[src/rtl/lcd_bus_receiver.sv]
`timescale 1ns / 1ps
// 8080-style LCD write-bus receiver: synchronizes the panel bus, decodes
// CASET/PASET/RAMWR and emits RGB565 pixels with their panel coordinates.
//
// state    | meaning
// ST_IDLE  | no active command, data bytes ignored
// ST_CASET | collecting column window parameters
// ST_PASET | collecting page window parameters
// ST_RAMWR | streaming pixel bytes into the window

module lcd_bus_receiver #(
  parameter int WIDTH  = 320,
  parameter int HEIGHT = 240
) (
  input  logic        clk,
  input  logic        rst_n,
  input  logic        lcd_cs,
  input  logic        lcd_rs,
  input  logic        lcd_wr,
  input  logic [7:0]  lcd_d,
  output logic        cmd_valid,
  output logic [7:0]  cmd_byte,
  output logic        pix_valid,
  output logic [15:0] pix_x,
  output logic [15:0] pix_y,
  output logic [15:0] pix_data,
  output logic        frame_start
);

  localparam logic [1:0] ST_IDLE  = 2'd0;
  localparam logic [1:0] ST_CASET = 2'd1;
  localparam logic [1:0] ST_PASET = 2'd2;
  localparam logic [1:0] ST_RAMWR = 2'd3;

  localparam logic [15:0] EC_RST = 16'(WIDTH - 1);
  localparam logic [15:0] EP_RST = 16'(HEIGHT - 1);

  localparam logic [7:0] CMD_CASET = 8'h2A;
  localparam logic [7:0] CMD_PASET = 8'h2B;
  localparam logic [7:0] CMD_RAMWR = 8'h2C;
  localparam logic [7:0] CMD_RAMWC = 8'h3C;

  logic       cs_s1, cs_s2;
  logic       rs_s1, rs_s2;
  logic       wr_s1, wr_s2, wr_s3;
  logic [7:0] d_s1, d_s2;
  logic [1:0] sync_vld;
  logic       armed;
  logic       cap;

  logic [1:0]  state;
  logic [2:0]  param_cnt;
  logic [7:0]  param_b1, param_b2, param_b3;
  logic        phase;
  logic [7:0]  hi_byte;
  logic [15:0] sc, ec, sp, ep;
  logic [15:0] x, y;
  logic [15:0] next_x, next_y;

  always_ff @(posedge clk or negedge rst_n) begin
    if (!rst_n) begin
      cs_s1    <= 1'b1;
      cs_s2    <= 1'b1;
      rs_s1    <= 1'b0;
      rs_s2    <= 1'b0;
      wr_s1    <= 1'b0;
      wr_s2    <= 1'b0;
      wr_s3    <= 1'b0;
      d_s1     <= 8'h00;
      d_s2     <= 8'h00;
      sync_vld <= 2'b00;
      armed    <= 1'b0;
    end else begin
      cs_s1    <= lcd_cs;
      cs_s2    <= cs_s1;
      rs_s1    <= lcd_rs;
      rs_s2    <= rs_s1;
      wr_s1    <= lcd_wr;
      wr_s2    <= wr_s1;
      wr_s3    <= wr_s2;
      d_s1     <= lcd_d;
      d_s2     <= d_s1;
      sync_vld <= {sync_vld[0], 1'b1};
      // wr must be seen low once the pipeline holds real samples, so a
      // strobe already high at reset release is not mistaken for an edge
      armed    <= armed | (sync_vld[1] & ~wr_s2);
    end
  end

  assign cap = armed & wr_s2 & ~wr_s3 & ~cs_s2;

  always_comb begin
    next_x = x + 16'd1;
    next_y = y;
    if (x == ec) begin
      next_x = sc;
      next_y = (y == ep) ? sp : (y + 16'd1);
    end
  end

  always_ff @(posedge clk or negedge rst_n) begin
    if (!rst_n) begin
      state       <= ST_IDLE;
      param_cnt   <= 3'd0;
      param_b1    <= 8'h00;
      param_b2    <= 8'h00;
      param_b3    <= 8'h00;
      phase       <= 1'b0;
      hi_byte     <= 8'h00;
      sc          <= 16'h0000;
      ec          <= EC_RST;
      sp          <= 16'h0000;
      ep          <= EP_RST;
      x           <= 16'h0000;
      y           <= 16'h0000;
      cmd_valid   <= 1'b0;
      cmd_byte    <= 8'h00;
      pix_valid   <= 1'b0;
      pix_x       <= 16'h0000;
      pix_y       <= 16'h0000;
      pix_data    <= 16'h0000;
      frame_start <= 1'b0;
    end else begin
      cmd_valid   <= 1'b0;
      pix_valid   <= 1'b0;
      frame_start <= 1'b0;
      if (cap) begin
        if (!rs_s2) begin
          cmd_valid <= 1'b1;
          cmd_byte  <= d_s2;
          param_cnt <= 3'd0;
          phase     <= 1'b0;
          case (d_s2)
            CMD_CASET: state <= ST_CASET;
            CMD_PASET: state <= ST_PASET;
            CMD_RAMWR: begin
              state       <= ST_RAMWR;
              x           <= sc;
              y           <= sp;
              frame_start <= 1'b1;
            end
            CMD_RAMWC: state <= ST_RAMWR;
            default:   state <= ST_IDLE;
          endcase
        end else begin
          case (state)
            ST_CASET, ST_PASET: begin
              if (param_cnt != 3'd4) begin
                param_cnt <= param_cnt + 3'd1;
                case (param_cnt)
                  3'd0: param_b1 <= d_s2;
                  3'd1: param_b2 <= d_s2;
                  3'd2: param_b3 <= d_s2;
                  default: begin
                    if (state == ST_CASET) begin
                      sc <= {param_b1, param_b2};
                      ec <= {param_b3, d_s2};
                    end else begin
                      sp <= {param_b1, param_b2};
                      ep <= {param_b3, d_s2};
                    end
                  end
                endcase
              end
            end
            ST_RAMWR: begin
              if (!phase) begin
                hi_byte <= d_s2;
                phase   <= 1'b1;
              end else begin
                phase     <= 1'b0;
                pix_valid <= 1'b1;
                pix_x     <= x;
                pix_y     <= y;
                pix_data  <= {hi_byte, d_s2};
                x         <= next_x;
                y         <= next_y;
              end
            end
            default: ;
          endcase
        end
      end
    end
  end

endmodule
[config.mk]
export PLATFORM = sky130hd
export DESIGN_NAME = lcd_bus_receiver
export DESIGN_NICKNAME = d
export VERILOG_FILES = /design/src/rtl/lcd_bus_receiver.sv
export SDC_FILE = /design/constraint.sdc
export NUM_CORES = 1
export LEC_CHECK = 0
export ABC_AREA = 0
export CORE_ASPECT_RATIO = 1.25
export CORE_MARGIN = 2
export CORE_UTILIZATION = 55
export DETAILED_ROUTE_END_ITERATION = 12
export MAX_ROUTING_LAYER = met4
export PLACE_DENSITY = 0.78
export SLEW_MARGIN = 20
export SYNTH_ARGS = -nofsm -noshare
export SYNTH_HDL_FRONTEND = slang
export SYNTH_SLANG_ARGS = --single-unit
export TNS_END_PERCENT = 10
[constraint.sdc]
create_clock -name clk -period 2.9 [get_ports clk]
set_clock_uncertainty 0.15 [all_clocks]
set_input_delay 0.87 -clock clk [delete_from_list [all_inputs] [get_ports clk]]
set_output_delay 0.87 -clock clk [all_outputs]
set_load 0.05 [all_outputs]
# Word level (Yosys, flattened, before mapping)
# Index checks and enable logic that the tools add are counted.
# W data, S select, Z words.
[word_totals]
word_cells = 107
reg_bits = 219
[op_classes]
mux = 27
n_eq_ne = 17
bitwise_logic = 12
n_reduce_logical = 17
add_sub_neg = 3
[op_table]
columns = ["cell", "n"]
rows = [
  ["$mux W16", 11],
  ["$add A16 B1 Y16 const B", 2],
  ["$eq A16 B16 Y1", 2],
  ["$eq A8 B6 Y1 const B", 4],
  ["$reduce_and A5 Y1", 4],
  ["$mux W1", 12],
  ["$reduce_and A4 Y1", 3],
  ["$reduce_and A6 Y1", 2],
  ["$ne A2 B1 Y1 const B", 5],
  ["$mux W3", 3],
  ["$not A1 Y1", 7],
  ["$pmux W2 S3", 1],
  ["$and A1 B1 Y1", 4],
  ["$eq A2 B2 Y1 const B", 2],
  ["$reduce_and A2 Y1", 2],
  ["$reduce_or A2 Y1", 2],
  ["$add A3 B1 Y3 const B", 1],
  ["$eq A3 B1 Y1 const B", 1],
  ["$eq A3 B2 Y1 const B", 1],
  ["$logic_not A3 Y1", 1],
  ["$ne A3 B3 Y1 const B", 1],
  ["$reduce_and A3 Y1", 1],
  ["$reduce_or A3 Y1", 1],
  ["$eq A2 B1 Y1 const B", 1],
  ["other kinds (2)", 2],
]

# Logic depth before layout (Yosys ltp)
# Gate-level depths: netlist (run 1).
[logic_depth]
word_depth = 6
mapped_depth = 9

# Worst setup path after synthesis (run 1)
# Ideal clock, no wire load.
[synth_path]
kind = "reg2reg"
from = "register d_s2[4]"
to = "register x[10]"
t_arrival_ns = 2.008
required_ns = 2.625
n_path_buf = 3
setup_ns = 0.125
path_stages_with_launch = 9
setup_slack_ns = 0.617
path_cell_list = "dfrtp_1 -> buf_2 -> or4b_4 -> nor4_4 -> or2_1 -> buf_4 -> nand2_4 -> buf_6 -> mux2_4"
[synth_via]
elab_chain_cells = 3
[synth_rtl]
columns = ["item", "line", "source"]
rows = [
  ["start, declared", "46", "logic [7:0] d_s1, d_s2;"],
  ["start signal, assigned", "82", "d_s2 <= d_s1;"],
  ["$eq A8 B6 Y1", "133", "case (d_s2)"],
  ["$reduce_bool A2 Y1 (no line)", "-", ""],
  ["$reduce_and A4 Y1 (no line)", "-", ""],
  ["end signal, assigned", "176", "x <= next_x;"],
  ["end, declared", "57", "logic [15:0] x, y;"],
]
# No other way between the ends.
# A chain may end at the register's enable or synchronous reset.

# Worst setup path after layout (run 1)
[layout_path]
from = "register pix_y[0]"
to = "output pix_y[0]"
[layout_rtl]
columns = ["item", "line", "source"]
rows = [
  ["start, declared", "25", "output logic [15:0] pix_y,"],
  ["start signal, assigned", "174", "pix_y <= y;"],
]
# No word-level cell between the ends.

==> metrics.md, run 1 <==
| Metric | Value |
|---|---|
| Status | completed |
| Fin crit share | 0.9378 |
| GRT Overall Usage | 0.2629 |
| Part of the power in registers | 0.484 |
| Worst-margin pin slew | approximately 0.76 ns |
| # setup viols final | 0 |
| Slew HR | 0.4854 |
| Final hold vios | 0 |
| Starting density of the core | 0.5581 |
| CTS max path bufs | 3 |
| Leak | 5.304 nW |
| Register area share after synthesis | 0.5875 |
| WP data arrival | 1.70 ns |
| Slew Viols, Final | 0 |
| Cell accounting for the most synthesized area | dfrtp_1 |
| Number of CTS-inserted buffers | 22 |
| Number of routed nets with antenna violations | 0 |
| Vias in the first global route | 6362 |
| Slowest cell delay on critical path | 0.82 ns |
| Buffers on Ports | 71 |
| Clock root buffer | clkbuf_16 |
| Number of setup buffers added after CTS | 0 |
| WP buf/inv | 1 |
| Synth Instances | 705 |
| WL met1 | 9009 µm |
| Worst-path cell chain | clkdlybuf4s50_1 |
| Hold Crit Class | in -> async |
| EDFF count, synth | 0 |
| Critical Path RT | 1.88 ns |
| Gate power share | 0.064 |
| Yosys reg bits | 219 |
| Placer Congestion | 0.8830 |
| Wirelength per Cell | 21.39 µm |
| Clk pwr share | 0.452 |
| Cells taking the most area after synthesis | dfrtp_1 (54%), mux2_2 (18%), dfstp_2 (4.5%) |
| Initial antenna violation count | 0 |
| Pwr per Cell Area | 585.9 nW/µm² |
| # diodes | 0 |
| Internal Power | 5.083 mW |
| Synth Net Count | 727 |
| Initial DRC Count | 337 |
| WL met3 | 958 µm |
| WHS | 0.1520 ns |
| Std cell rows | 53 |
| Core Box Area | 16780 µm² |
| Via density | 5.819 |
| Worst skew pair latency | around 0.5 ns |
| CP max FO | 2 |
| Global-route wire length before repair | 35620 µm |
| CP Capture Type | output port |
| Top sig layer | met4 |
| Vias | 5947 |
| PostCTS Resize Cnt | 0 |
| Fin cells | 1022 |
| Mean Syn Cell Area | 13.28 µm² |
| Minimum clock period | about 2.7 ns |
| Setup crit start kind | flop |
| Setup TNS | 0 ns |
| Switching part of the total power | 0.2236 |
| Max_cap viols | 0 |
| Clock Sink Count | between 200 and 250 |
| CTS tree | done |
| RSZ-0062 raised after global routing | no |
| Synth async-reset ratio | 1.000 |
| Total grt overflow | 0 |
| Area of the mapped netlist | 9363 µm² |
| Die width | approximately 120 µm |
| Max H-tree Level | 1 |
| F_max | 367.7 MHz |
| HPWL Detailed | 14730 µm |
| Clk slew on worst S/H paths | 0.07 ns |
| Slowest stage cell on the critical path | clkdlybuf4s50_1 |
| Post-Place Cells | roughly 1000 |
| DRC Markers | 0 |
| Nets | 809 |
| Final WL | about 22000 µm |
| Layout cells sized above 1 | 0.2855 |
| Predominant post-synthesis flop cell | dfrtp_1 |
| Die ar. | 18090 µm² |
| Synthesis-to-layout area growth | 19.35% |
| Yosys warns | 0 |
| Met2 wire length | 11360 µm |
| CP delay by family, top | buffers and inverters |
| Peak supply drop | ~480 µV |
| Worst setup path category | reg -> out |
| Chip Height | 149.9 µm |
| Yosys top cell area share | 0.5426 |
| DRT Pass-1 Iters | 6 |
| Sw Pwr | 1.464 mW |
| Power, Total | 6.547 mW |
| Largest net degree at the start of global routing | 59 |
| Number of distinct library cells after synthesis | 59 |
| Top Ports | 72 |
| Post-CTS Hold Fix Bufs | 0 |
[power by group through the flow]
| stage | clock network (mW) | logic [mW] | registers, mW |
|---|---|---|---|
| floorplan | 0 | 0.135 | 3.30 |
| global placement | 0 | 0.411 | 3.22 |
| detailed placement | 0 | 0.420 | 3.23 |
| CTS | 3.01 | 0.423 | 3.17 |
| global route | 3.15 | 0.451 | 3.18 |
| finish | 2.96 | 0.416 | 3.17 |
[per-layer routing]
metal  global-route usage  up-vias
li1                     -     2692
met1               0.3367     3046
met2               0.4356      167
met3              0.03811       42
met4              0.08372        0
met5                    -        -
[worst paths after layout]
kind                           from      endpoint  slack (ns)  cells past startpoint
hold / removal                rst_n  pix_data[15]        0.15                      1
max in group asynchronous     rst_n         ep[3]        1.74                      2
setup / recovery           pix_y[0]      pix_y[0]        0.18                      1
hold reg to reg             d_s1[0]       d_s2[0]        0.20                      0
setup reg to reg               x[7]         y[12]        0.37                      7
min in group clk            d_s1[0]       d_s2[0]        0.20                      0
[cells in the mapped netlist (all sizes together), types with 3 or more instances]
cell type and number:
o211ai 15, a31oi 7, xor2 16, dfrtp 203, nand4 8, nand2 52
xnor2 25, mux2i 15, dfstp 16, nand3 13, nor3 10, buf 19
and3 14, o21ai 12, o2bb2ai 7, a22oi 8, nor4 6, a21oi 6
nor2 11, ha 9, a221o 4, mux2 150, clkbuf 19, inv 24
o2111ai 3
[worst register-to-register path, stage by stage (launching register included)]
cell	delay [ns]
dfrtp_1	0.46
xor2_1	0.18
nor4_1	0.65
nand4_1	0.15
buf_4	0.26
a21oi_1	0.17
buf_4	0.26
a22oi_1	0.13
[state kept, by name, summed over array words and instances, names as in the netlist, 2 cells and up]
signal and cells:
cmd_byte 8, d_s1 8, d_s2 8, ec 16, ep 16, hi_byte 8
param_b1 8, param_b2 8, param_b3 8, param_cnt 3, pix_data 16, pix_x 16
pix_y 16, sc 16, sp 16, state 2, sync_vld 2, x 16
y 16
[cell type report]
| cell class | count | area (µm²) |
|---|---|---|
| timing repair buffer | 96 | 939.7 |
| tap | 220 | 275.3 |
| clock inverter | 5 | 100.1 |
| sequential | 219 | 5500 |
| multi-input combinational | 423 | 3608 |
| fill | 1219 | 5603 |
| inverter | 25 | 93.84 |
| clock buffer | 34 | 656.9 |
[cell families (layout without fill, tap and decap cells)]
kind of cell / Yosys count / count (layout) / share of synthesized area
other: 1 / 1 / 0.0004005
adder cells (fa/ha/maj): 9 / 9 / 0.01203
AND/OR/NAND/NOR: 126 / 126 / 0.07083
XOR/XNOR: 41 / 41 / 0.03835
buffers and inverters: 63 / 160 / 0.02900
flip-flops: 219 / 219 / 0.5875
multiplexers: 165 / 165 / 0.1972
AO/OA/AOI/OAI: 81 / 81 / 0.06468
[through the flow]
step                        util  setup WS [ns]  area (µm²)
after global placement    0.6209         0.4353       10420
after CTS                 0.6660         0.1689       11170
final                     0.6660         0.1803       11170
after global routing      0.6660         0.1173       11170
after floorplan                -         0.6166        9363
after detailed placement  0.6209         0.4293       10420
[cells in the final DEF (no fill, tap or decap), types with 10 or more instances in the layout]
master / synthesis / final
clkdlybuf4s50_1: 0 / 70
mux2i_1: 15 / 15
o211ai_1: 15 / 15
mux2_2: 146 / 146
clkbuf_16: 0 / 23
inv_1: 24 / 24
dfrtp_1: 203 / 203
nand2_1: 51 / 51
nand3_1: 13 / 13
xor2_1: 16 / 16
dfstp_2: 16 / 16
o21ai_0: 12 / 12
buf_4: 2 / 22
nor3_1: 10 / 10
nor2_1: 11 / 10
and3_1: 14 / 14
xnor2_1: 25 / 25
(Power assumes the default switching activity.)
==> run 2: changes to the inputs <==
==> constraint.sdc (replaced) <==
create_clock -name clk -period 3.5 [get_ports clk]
set_clock_uncertainty 0.15 [all_clocks]
set_input_delay 1.05 -clock clk [delete_from_list [all_inputs] [get_ports clk]]
set_output_delay 1.05 -clock clk [all_outputs]
set_load 0.05 [all_outputs]
==> run 2 against run 1 <==
  * Sequential cell count did not move
  * Count of clock-buffer cells in the layout fell by 4
  * Clock power fell by 22%
  * Setup slack improved by 0.42 ns
  * Total power fell by 19%
  * Non-clock buffer count fell by 6
  * Die area did not move
  * Register-to-register slack improved by 0.53 ns
  * Critical path type unchanged
==> metrics.md, run 2 (synthesis results as in run 1) <==
| Metric | Value |
|---|---|
| Std cell rows | 53 |
| Minimum clock period | slightly below 3 ns |
| Clock root buffer | clkbuf_16 |
| Chip Height | 149.9 µm |
| Worst setup path category | reg -> out |
| Layout cells sized above 1 | 0.2809 |
| Clock Sink Count | 219 |
| Wirelength per Cell | about 21 µm |
| Post-CTS Hold Fix Bufs | 0 |
| CP delay by family, top | buffers and inverters |
| Worst-path cell chain | clkdlybuf4s50_1 |
| Number of CTS-inserted buffers | 21 |
| Fin worst setup slack | 0.6013 ns |
| HPWL Detailed | 14520 µm |
| Slew HR | 0.2607 |
| PostCTS Resize Cnt | 0 |
| Core Box Area | ~17000 µm² |
| Part of the power in registers | 0.499 |
| F_max | around 340 MHz |
| Clk pwr share | 0.439 |
| Number of setup buffers added after CTS | 0 |
| Sw Pwr | around 1.2 mW |
| Max H-tree Level | 1 |
| Largest net degree at the start of global routing | a little over 60 |
| Fin crit share | 0.8282 |
| Hold Crit Class | reg -> reg |
| Gate power share | 0.063 |
| Commonest non-fill, non-tap cell in the layout | dfrtp_1 |
| Clk slew on worst S/H paths | ~0.060 ns |
| Initial DRC Count | 370 |
| CTS max path bufs | 3 |
| # diodes | 0 |
| CP Capture Type | output port |
| Number of routed nets with antenna violations | 0 |
| Slew Viols, Final | 0 |
| WP data arrival | 1.70 ns |
| Critical Path RT | 2.30 ns |
| Setup TNS | 0 ns |
| Status | completed |
| Top Ports | 72 |
| Commonest non-fill, non-tap cells in the layout | dfrtp_1 (203), mux2_2 (146), clkdlybuf4s50_1 (70) |
| Leak | 5.241 nW |
| # setup viols final | 0 |
| Pre-CTS setup slack | 0.9641 ns |
| DRT Pass-1 Iters | 4 |
| Max_cap viols | 0 |
| CTS tree | done |
| Power, Total | 5.280 mW |
| Switching part of the total power | 0.2317 |
| Internal Power | slightly above 4 mW |
| Pwr per Cell Area | roughly 480 nW/µm² |
| Vias in the first global route | 6293 |
| Slowest cell delay on critical path | 0.82 ns |
| Initial antenna violation count | 0 |
| Synthesis-to-layout area growth | 18.09% |
| GRT Overall Usage | 0.2495 |
| Die width | 120.7 µm |
| Worst-margin pin slew | 1.109 ns |
| Buffers on Ports | 71 |
| Global-route wire length before repair | about 34000 µm |
| Via density | 5.844 |
| Die ar. | 18090 µm² |
| Worst skew pair latency | a little over 0.5 ns |
| DRC Markers | 0 |
| Nets | 802 |
| Post-layout util | 0.6590 |
| Peak supply drop | 372.2 µV |
| Setup crit start kind | flop |
| CP max FO | 2 |
| Placer Congestion | 0.8783 |
| Final WL | 21240 µm |
| Vias | 5926 |
| WP buf/inv | 1 |
| Starting density of the core | 0.5581 |
| RSZ-0062 raised after global routing | no |
| Final hold vios | 0 |
| Total grt overflow | 0 |
| Slowest stage cell on the critical path | clkdlybuf4s50_1 |
run 2: power groups by stage:
stage	sequential [mW]	combinational, mW	clock [mW]
global route	2.64	0.360	2.45
global placement	2.68	0.322	0
floorplan	2.73	0.112	0
detailed placement	2.68	0.334	0
CTS	2.63	0.336	2.34
finish	2.63	0.330	2.32
run 2: path summary, 6_finish.rpt:
check	startpoint	end	slack, ns	cells past startpoint
max	pix_y[15]	pix_y[15]	0.60	1
min	sync_vld[0]	sync_vld[1]	0.20	0
min reg2reg	sync_vld[0]	sync_vld[1]	0.20	0
max reg2reg	y[5]	y[11]	0.90	5
max in group asynchronous	rst_n	ec[2]	2.01	2
min in group asynchronous	rst_n	pix_data[12]	0.36	1
run 2: area by class of cell:
| cell class | instances | area, µm² |
|---|---|---|
| clock buffers | 30 | 609.3 |
| flip-flops and latches | 219 | 5500 |
| repair buffers | 90 | 882.1 |
| fillers | 1206 | 5720 |
| inverters | 25 | 93.84 |
| multi-input cells | 423 | 3607 |
| well taps | 220 | 275.3 |
| clock inverters | 7 | 88.84 |
run 2: routing by layer:
layer | vias up | global-route usage | part of all wire
met2 | 165 | 0.4088 | 0.50
met4 | 0 | 0.1012 | 0.039
met5 | - | - | 0
li1 | 2674 | - | -
met1 | 3036 | 0.3161 | 0.42
met3 | 51 | 0.03316 | 0.044
run 2: through the flow:
stage                     cell area [µm²]  std cells  hold WS (ns)
final                               11060       1014        0.1988
after global routing                11060       1014        0.2001
after floorplan                      9363        705        0.1812
after detailed placement            10360        977        0.1855
after CTS                           11060       1014        0.1989
after global placement              10360        977        0.1822
==> run 3: changes to the inputs <==
==> constraint.sdc (replaced) <==
create_clock -name clk -period 2.7 [get_ports clk]
set_clock_uncertainty 0.15 [all_clocks]
set_input_delay 0.81 -clock clk [delete_from_list [all_inputs] [get_ports clk]]
set_output_delay 0.81 -clock clk [all_outputs]
set_load 0.05 [all_outputs]
==> run 3 against run 2 <==
  * First-iteration DRC count shrank 27%
  * Sequential cell count is the same
  * Hold slack lost 0.081 ns
  * Non-clock buffer count grew 12
  * Global-route usage grew 0.23 points
  * Final area grew 1.9%
  * Routed wire length shrank 0.59%
  * Final cell count grew 1.5%
  * Clock power grew 40%
  * Sequential share of layout area shrank 0.93 points
  * Via count grew 0.69%
==> metrics.md, run 3 (synthesis results as in run 1) <==
| Metric | Value |
|---|---|
| Worst-margin pin slew | between 0.6 and 0.7 ns |
| Critical Path RT | ~1.7 ns |
| HPWL Detailed | 14620 µm |
| # diodes | 0 |
| Met3 global-route usage | 0.03201 |
| M1 GR Usage | 0.3116 |
| Top Ports | 72 |
| Gate power share | 0.064 |
| Worst-path cell chain | clkdlybuf4s50_1 |
| Sw Pwr | 1.619 mW |
| GRT Overall Usage | 0.2518 |
| Minimum clock period | 2.668 ns |
| Critical path depth | 1 |
| WP data arrival | 1.71 ns |
| Global-route wire length before repair | 34220 µm |
| DRT Pass-1 Iters | 5 |
| F_max | 374.9 MHz |
| Cells on worst reg2reg path | 7 |
| DRC Markers | 0 |
| Post-CTS Hold Fix Bufs | 0 |
| CP Capture Type | output port |
| CP delay by family, top | buffers and inverters |
| GR peak layer | met2 |
| WHS | 0.1175 ns |
| Layout cells sized above 1 | 0.2967 |
| Met2 usage | 0.4291 |
| Slew HR | 0.5819 |
| Slowest stage cell on the critical path | clkdlybuf4s50_1 |
| Commonest non-fill, non-tap cells in the layout | dfrtp_1 (203), mux2_2 (146), clkdlybuf4s50_1 (70) |
| Number of setup buffers added after CTS | 0 |
| PostCTS Resize Cnt | 0 |
| CP max FO | 2 |
| Part of the power in registers | 0.479 |
| CTS tree | done |
| Placer Congestion | between 0.9 and 1 |
| WP buf/inv | 1 |
| Pwr per Cell Area | 631.5 nW/µm² |
| Initial DRC Count | between 200 and 300 |
| Die ar. | 18090 µm² |
| Via density | 5.799 |
| CTS max path bufs | 3 |
| Vias in the first global route | 6407 |
| Total grt overflow | 0 |
| Clk slew on worst S/H paths | about 0.070 ns |
| Peak supply drop | 723.1 µV |
| Fin crit share | 0.9880 |
| Fillcell total | 1193 |
| Switching part of the total power | 0.2275 |
| Starting density of the core | 0.5581 |
| Setup crit start kind | flop |
| Final WL | 21120 µm |
| # setup viols final | 0 |
| Slowest cell delay on critical path | 0.82 ns |
| Leak | 5.347 nW |
| Number of routed nets with antenna violations | 0 |
| Max H-tree Level | 1 |
| Initial antenna violation count | 0 |
| RSZ-0062 raised after global routing | no |
| Clk pwr share | 0.457 |
| Wirelength per Cell | 20.52 µm |
| Nets | about 820 |
| Final hold vios | 0 |
| Buffers on Ports | 71 |
| Synthesis-to-layout area growth | 20.34% |
| Core Box Area | between 15000 and 20000 µm² |
| Worst skew pair latency | 0.51 ns |
| Slew Viols, Final | 0 |
| Number of CTS-inserted buffers | 22 |
| Chip Height | 149.9 µm |
| Worst setup path category | reg -> out |
| Power, Total | 7.115 mW |
| Die width | 120.7 µm |
| Max_cap viols | 0 |
| Internal Power | 5.496 mW |
| Clock root buffer | clkbuf_16 |
| Largest net degree at the start of global routing | 61 |
| Std cell rows | 53 |
| Hold Crit Class | in -> async |
| Clock Sink Count | 219 |
| Vias | 5967 |
| Setup TNS | 0 ns |
| Commonest non-fill, non-tap cell in the layout | dfrtp_1 |
| Status | completed |
[run 3: changes by cell type in the layout (fill, tap and decap cells not counted), sizes merged]
cell,before,now
bufinv,2,3
buf,19,31
clkinv,5,6
inv,25,24
clkinvlp,0,2
[run 3: worst paths after layout]
kind,from,slack (ns),endpoint
min in group clk,rs_s1,0.20,rs_s2
max in group asynchronous,rst_n,1.54,cs_s2
worst max-delay path,pix_data[6],0.03,pix_data[6]
worst min-delay path,rst_n,0.12,hi_byte[2]
worst min register to register,rs_s1,0.20,rs_s2
worst max register to register,x[13],0.33,y[15]
[run 3: through the flow]
| step | utilization | cell area [µm²] | std cells | setup WS (ns) |
|---|---|---|---|---|
| 4_1_cts | 0.6716 | 11270 | 1029 | 0.02981 |
| 2_1_floorplan | - | 9363 | 705 | 0.4166 |
| 5_1_grt | 0.6716 | 11270 | 1029 | 0.002143 |
| 3_5_place_dp | 0.6243 | 10470 | 989 | 0.4084 |
| 6_report | 0.6716 | 11270 | 1029 | 0.03229 |
| 3_3_place_gp | 0.6243 | 10470 | 989 | 0.3617 |
[run 3: area by class of cell]
type / count / area, µm² / area share
Multi-Input combinational cell: 423 / 3607 / 0.3202
Clock buffer: 30 / 651.9 / 0.05786
Sequential cell: 219 / 5500 / 0.4882
Tap cell: 220 / 275.3 / 0.02443
Timing Repair Buffer: 102 / 997.2 / 0.08851
Inverter: 25 / 93.84 / 0.008329
Clock inverter: 10 / 141.4 / 0.01255
[run 3: power groups by stage]
stage / Clock, mW / Combinational [mW] / Sequential (mW)
3_5_place_dp: 0 / 0.456 / 3.46
6_report: 3.25 / 0.455 / 3.41
2_1_floorplan: 0 / 0.145 / 3.54
3_3_place_gp: 0 / 0.443 / 3.46
4_1_cts: 3.30 / 0.459 / 3.40
5_1_grt: 3.44 / 0.496 / 3.41
[run 3: routing by layer]
metal,part of all wire,vias to the layer above
met5,0,-
met4,0.026,0
met3,0.039,49
met2,0.52,167
met1,0.41,3055
li1,-,2696
